$ cat src/rtl/traffic_phase_scheduler.sv
// Highway/country intersection phase sequencer with pedestrian walk phase.
// Outputs are Moore decodes of the registered state; no input-to-output path and no backpressure.
module traffic_phase_scheduler #(
    parameter int Y2R_DELAY       = 3,
    parameter int R2G_DELAY       = 2,
    parameter int HWY_MIN_GREEN   = 8,
    parameter int CNTRY_MAX_GREEN = 10,
    parameter int WALK_TIME       = 4
) (
    input  logic       clock,
    input  logic       clear,
    input  logic       X,
    input  logic       ped_btn,
    output logic [1:0] hwy,
    output logic [1:0] cntry,
    output logic       walk,
    output logic [2:0] phase
);

    typedef enum logic [2:0] {
        ST_HG   = 3'd0,
        ST_HY   = 3'd1,
        ST_AR1  = 3'd2,
        ST_CG   = 3'd3,
        ST_CY   = 3'd4,
        ST_AR2  = 3'd5,
        ST_WALK = 3'd6,
        ST_BAD  = 3'd7
    } state_e;

    localparam logic [1:0] LT_RED = 2'd0;
    localparam logic [1:0] LT_YEL = 2'd1;
    localparam logic [1:0] LT_GRN = 2'd2;

    // Timer value on the last cycle of each phase (duration minus one).
    localparam logic [3:0] Y2R_LAST   = 4'(Y2R_DELAY - 1);
    localparam logic [3:0] R2G_LAST   = 4'(R2G_DELAY - 1);
    localparam logic [3:0] HWY_LAST   = 4'(HWY_MIN_GREEN - 1);
    localparam logic [3:0] CNTRY_LAST = 4'(CNTRY_MAX_GREEN - 1);
    localparam logic [3:0] WALK_LAST  = 4'(WALK_TIME - 1);

    state_e     state_q, state_d;
    logic [3:0] timer_q, timer_d;
    logic       ped_q, ped_d;

    always_ff @(posedge clock) begin
        if (clear) begin
            state_q <= ST_HG;
            timer_q <= 4'd0;
            ped_q   <= 1'b0;
        end else begin
            state_q <= state_d;
            timer_q <= timer_d;
            ped_q   <= ped_d;
        end
    end

    always_comb begin
        state_d = state_q;
        case (state_q)
            ST_HG: begin
                if ((timer_q >= HWY_LAST) && (X || ped_q)) begin
                    state_d = ST_HY;
                end
            end
            ST_HY: begin
                if (timer_q == Y2R_LAST) begin
                    state_d = ST_AR1;
                end
            end
            ST_AR1: begin
                if (timer_q == R2G_LAST) begin
                    if (ped_q) begin
                        state_d = ST_WALK;
                    end else if (X) begin
                        state_d = ST_CG;
                    end else begin
                        state_d = ST_HG;
                    end
                end
            end
            ST_WALK: begin
                if (timer_q == WALK_LAST) begin
                    state_d = X ? ST_CG : ST_HG;
                end
            end
            ST_CG: begin
                if (!X || (timer_q == CNTRY_LAST)) begin
                    state_d = ST_CY;
                end
            end
            ST_CY: begin
                if (timer_q == Y2R_LAST) begin
                    state_d = ST_AR2;
                end
            end
            ST_AR2: begin
                if (timer_q == R2G_LAST) begin
                    state_d = ST_HG;
                end
            end
            default: begin
                state_d = ST_HG;
            end
        endcase
    end

    // Dwell timer restarts on every state change and saturates at 15.
    always_comb begin
        timer_d = 4'd0;
        if (state_d == state_q) begin
            timer_d = (timer_q == 4'hF) ? timer_q : (timer_q + 4'd1);
        end
    end

    // A press on the WALK-entry edge is absorbed by the walk being granted.
    always_comb begin
        ped_d = ped_q | ped_btn;
        if ((state_d == ST_WALK) && (state_q != ST_WALK)) begin
            ped_d = 1'b0;
        end
    end

    always_comb begin
        hwy   = LT_GRN;
        cntry = LT_RED;
        walk  = 1'b0;
        phase = 3'd0;
        case (state_q)
            ST_HG: begin
                hwy   = LT_GRN;
                cntry = LT_RED;
                phase = 3'd0;
            end
            ST_HY: begin
                hwy   = LT_YEL;
                cntry = LT_RED;
                phase = 3'd1;
            end
            ST_AR1: begin
                hwy   = LT_RED;
                cntry = LT_RED;
                phase = 3'd2;
            end
            ST_CG: begin
                hwy   = LT_RED;
                cntry = LT_GRN;
                phase = 3'd3;
            end
            ST_CY: begin
                hwy   = LT_RED;
                cntry = LT_YEL;
                phase = 3'd4;
            end
            ST_AR2: begin
                hwy   = LT_RED;
                cntry = LT_RED;
                phase = 3'd5;
            end
            ST_WALK: begin
                hwy   = LT_RED;
                cntry = LT_RED;
                walk  = 1'b1;
                phase = 3'd6;
            end
            default: begin
                hwy   = LT_GRN;
                cntry = LT_RED;
                walk  = 1'b0;
                phase = 3'd0;
            end
        endcase
    end

endmodule

$ cat config.mk
export PLATFORM = sky130hd
export DESIGN_NAME = traffic_phase_scheduler
export DESIGN_NICKNAME = d
export VERILOG_FILES = /design/src/rtl/traffic_phase_scheduler.sv
export SDC_FILE = /design/constraint.sdc
export NUM_CORES = 1
export LEC_CHECK = 0
export CAP_MARGIN = 10
export CORE_MARGIN = 2
export CORE_UTILIZATION = 45
export CTS_BUF_LIST = sky130_fd_sc_hd__clkbuf_4
export CTS_CLUSTER_DIAMETER = 80
export DETAILED_ROUTE_END_ITERATION = 8
export GPL_TIMING_DRIVEN = 0
export PLACE_DENSITY_LB_ADDON = 0.15
export SYNTH_ARGS = -nofsm -noshare
export SYNTH_HDL_FRONTEND = slang
export SYNTH_SLANG_ARGS = --single-unit
$ cat constraint.sdc
create_clock -name clock -period 2.4 [get_ports clock]
set_input_delay 0.48 -clock clock [delete_from_list [all_inputs] [get_ports clock]]
set_output_delay 0.48 -clock clock [all_outputs]
set_load 0.02 [all_outputs]
## Word level (Yosys, flattened, before mapping)

Index checks and enable logic that the tools add are counted.
Widths: inputs -> output; s select.

- Flip-flop bits (word level): 8
- Input port bits: 4
- Output and inout bits: 8

- Add/subtract/negate cells: 1
- Order comparisons: 1
- Eq/ne operators: 14
- Mux-type cells: 14
- Bitwise logic cells: 2
- Reduce and logical (&&, ||, !) cells: 9

Operator list:

| cell | count |
|---|---|
| $mux 3 | 8 |
| $pmux 3 s7 | 1 |
| $pmux 3 s6 | 1 |
| $eq 3x3->1 const B | 4 |
| $eq 4x2->1 const B | 2 |
| $eq 4x4->1 const B | 2 |
| $pmux 2 s2 | 2 |
| $eq 3x2->1 const B | 2 |
| $reduce_or 5->1 | 1 |
| $add 4x1->4 const B | 1 |
| $eq 4x1->1 const B | 1 |
| $ge 4x3->1 const B | 1 |
| $reduce_or 2->1 | 2 |
| $eq 3x1->1 const B | 1 |
| $eq 3x3->1 | 1 |
| $logic_not 3->1 | 1 |
| $ne 3x3->1 const B | 1 |
| $logic_and 1x1->1 | 2 |
| $logic_or 1x1->1 | 2 |
| $mux 2 | 1 |
| $logic_not 1->1 | 1 |
| $mux 1 | 1 |
| $not 1->1 | 1 |
| $or 1x1->1 | 1 |

## Longest topological paths before layout

- Word-level depth: 7
- Depth in mapped cells: 8
- Depth with buffers taken out: 8

## Least setup slack after synthesis

OpenSTA, ideal clock, no wires.

- Path kind: flip-flop to flip-flop
- From: reg timer_q[0]
- To: reg timer_q[3]
- Library setup time: 0.104 ns
- Data arrival time: 1.759 ns
- Data required time: 2.296 ns
- Setup slack: 0.537 ns
- Stages on the path, launching flop included: 9
- Buffers on the path: 0
- Period minus slack after synthesis: 1.863 ns
- Cell sequence: dfxtp_1 -> inv_1 -> ha_1 -> nor2b_2 -> a2bb2oi_1 -> nor3_1 -> o32a_2 -> mux2i_2 -> a2111oi_2

- Cells in the longest elaborated chain, start to end: 7

RTL lines:

| item | line | text |
|---|---|---|
| start, declared | 43 | `logic [3:0] timer_q, timer_d;` |
| start signal, assigned | 53 | `timer_q <= timer_d;` |
| $ge 4x3->1 / $eq 4x4->1 (equally long branches) | 62, 88 |  |
| $logic_and 1x1->1 / $logic_or 1x1->1 (equally long branches) | 62, 88 |  |
| $mux 3 (on tied branches) | 62, 88 |  |
| $pmux 3 s7 | 60 | `case (state_q)` |
| $eq 3x3->1 | 111 | `if (state_d == state_q) begin` |
| $not 1->1 (no source line) | -- |  |
| $reduce_or 2->1 (no source line) | -- |  |

Several ways; a longest one is shown, not always the timed one.
A chain may end at the register's enable or synchronous reset.

## Worst setup path after layout

- From: reg state_q[1]
- To: out hwy[1]

- Cells in the longest elaborated chain, start to end: 3

RTL lines:

| item | line | text |
|---|---|---|
| start, declared | 42 | `state_e state_q, state_d;` |
| start signal, assigned | 52 | `state_q <= state_d;` |
| $eq 3x3->1 / $eq 3x2->1 (equally long branches) | 129 | `case (state_q)` |
| $reduce_or 5->1 (no source line) | -- |  |
| $pmux 2 s2 (*) | 129 |  |
| end, declared | 14 | `output logic [1:0] hwy,` |

Mark *: on every way between the ends. The rest lies on a longest branch, timed or not.

==> results.yml <==
clock_tree:
  cts.reportedPaths.clkPinSlew_ps: 50
  cts_root_buf: "clkbuf_4"
  cts-buffers-inserted: 3
  cts.path.max_buffers: 2
  h-tree-depth: 1
  cts.sinks: 8
  clk_latency_ps: 260
  cts_tree: "built"
  cts_setup_buffers: 0
global_route:
  grt_pass1_vias: 633
  grt_antenna_before_repair: 0
  overflow: 0
  grt_pass1_wl_um: 2829
  grt_use_total_pct: 20.12
  grt_max_degree: 11
pwr:
  power_switching_mw: 0.2855
  ir_drop_mv: 0.5886
  clkPwrFrac_pct: 15.8
  p_int_mw: 0.3885
  powerDensity_nw_per_um2: 793.4
  p_leak_nw: 0.3077
  finalPower_mw: 0.6740
  seq_power_share_pct: 27.8
  combPwrFrac_pct: 56.3
  sw_frac_of_total_pct: 42.36
synthesis:
  synth.area.top_cells: "dfxtp_1 23%, a21oi_1 5.8%, ha_1 5.4%, nor2_1 5.4%, nand2_1 4.9%"
  avgSynthCellArea_um2: 7.617
  netlist_area_um2: 693.2
  yosys.cell_types.count: 36
  yosys_register_bits: 8
  ys_warn_count: 0
  synth_nets: 98
  yosys.area.top_type: "dfxtp_1"
  synth-seq-area-share_pct: 23.10
  syn_inst: 91
  yosysTopAreaCellShare_pct: 23.10
floorplan:
  die_h_um: 43.25
  die_x_um: 43.25
  start_util_pct: 47.11
  rows: 14
  io_pins: 12
  fp.dieArea_um2: 1870
  core_area_um2: 1471
final_layout:
  fin_nets: 114
  drive_gt1_share_pct: 17.14
  finalNonFillerCells: 121
  antenna_cells: 0
  utilization_pct: 57.74
  fillCellCount: 152
  regArea_um2: 161.4
  syn2layout_area_growth_pct: 22.56
  multi_input_area_um2: 473.0
flow_run:
  cap_violations: 0
sta:
  finalCritPeriodShare_pct: 94.08
  finalSetupViolations: 0
  rsz0062_at_grt: "false"
  fin_worst_skew_ps: 8.336
  min_period_ps: 2258
  fmaxAchievable_mhz: 442.9
  slew_viol_final: 0
  relSlewSlack_pct: 69.99
  hold_violations: 0
  tightestPinTransition_ps: 450.1
  tns_ps: 0
drt:
  drc_errors: 0
  vias_per_cell: 5.975
  routedWlPerCell_um: 13.50
  drtAntennaViolNets: 0
  drt_iter0_drc: 39
  wl_um: 1634
  via_count: 723
  dr.pass1.iters: 4
setup_path:
  cp.required_ps: 1920
  cp.arrival_ps: 1780
  cp_max_fo: 10
  r2r.worst_path.cells: 8
  crit_path_end_kind: "primary output"
  start_kind: "flip-flop"
  critical_path_class: "reg -> out"
hold_path:
  min_path_cells: 1
  holdCritPathClass: "reg -> reg"
placement:
  finalWeightedCongestion: 0.9094
  hpwl_um: 1197
  port_buffers: 11
  dp.cells: 118
run_status:
  status: "complete, no violations"
[cell usage after synthesis]
master and count:
nor2_1 10, nand2_1 9, a21oi_1 8, dfxtp_1 8, nor3_1 5, a21boi_0 4, nand3_1 4, a31oi_1 3
buf_6 3, clkbuf_1 3, ha_1 3, inv_1 3, nor4_1 3, nand3b_1 2, o21ai_0 2, a2111oi_2 1
a211oi_1 1, a22o_1 1, a22oi_1 1, a2bb2oi_1 1, and2_1 1, and3_2 1, inv_2 1, mux2i_2 1
nand2b_1 1, nor2_4 1, nor2b_2 1, nor2b_4 1, o21bai_1 1, o221ai_1 1, o22ai_1 1, o311a_2 1
o31a_1 1, o32a_2 1, o32ai_1 1, xnor2_1 1
[logic make-up after synthesis]
group                      synth area share (%)
buffers and inverters                     8.663
and+or+nand+nor                           29.42
muxes                                     1.985
AOI/OAI and AO/OA                         30.15
xor gates and xnor gates                  1.264
DFF                                       23.10
adders and majority gates                 5.416
[flip-flops by register name, indices dropped and copies added (netlist names)]
name     flops
timer_q      4
ped_q        1
state_q      3
[critical path: stages (launching register included)]
cell             delay, ps
dfxtp_1                430
clkbuf_2               250
a21oi_1                130
nor2_1                 110
clkdlybuf4s50_1        600
[per-layer routing]
metal | up-vias | share of wire (%) | global-route usage (%)
met1 | 325 | 50 | 28.61
li1 | 364 | - | -
met5 | - | 0 | 0
met2 | 30 | 42 | 28.36
met4 | 0 | 2.1 | 10.30
met3 | 4 | 6.7 | 3.830
[stage by stage]
stage | hold slack, ps | worst slack, ps | cell area (µm²)
6_report | 579.1 | 142.1 | 849.6
4_1_cts | 564.4 | 11.67 | 847.1
3_5_place_dp | 555.7 | 219.6 | 823.3
5_1_grt | 621.4 | 46.89 | 849.6
3_3_place_gp | 548.2 | 200.6 | 823.3
2_1_floorplan | 498.1 | 537.2 | 693.2
[power groups by stage]
stage | clock (mW) | sequential (mW) | combinational [mW]
detailed placement | 0 | 0.190 | 0.375
global route | 0.116 | 0.193 | 0.421
CTS | 0.107 | 0.187 | 0.378
finish | 0.107 | 0.188 | 0.380
global placement | 0 | 0.190 | 0.375
floorplan | 0 | 0.184 | 0.289
[final timing paths]
kind / start / end / slack, ps
setup reg to reg: timer_q[0] / timer_q[2] / 370
setup / recovery: state_q[1] / hwy[1] / 140
hold reg to reg: ped_q / ped_q / 580
hold / removal: ped_q / ped_q / 580
[final cells by class]
cell class                      count  area share [%]
Buffer                              6           5.596
Inverter                            4           1.767
Timing Repair Buffer               11           12.96
Clock buffer                        3           2.651
Sequential cell                     8           19.00
Tap cell                           16           2.356
Multi-Input combinational cell     73           55.67
[layout by cell type (no fill, tap or decap), types with 4 or more instances in the layout]
master,count
clkdlybuf4s50_1,11
dfxtp_1,7
a21boi_0,4
a21oi_1,8
nor2_1,10
nand3_1,4
nand2_1,9
nor3_1,5
[repair_timing]
item                       CTS  global route
hold buffers                 0             0
cloned                       0             0
setup endpoints to repair    1             4
resized for setup            1             3
Power figures use the tool's default switching activity.
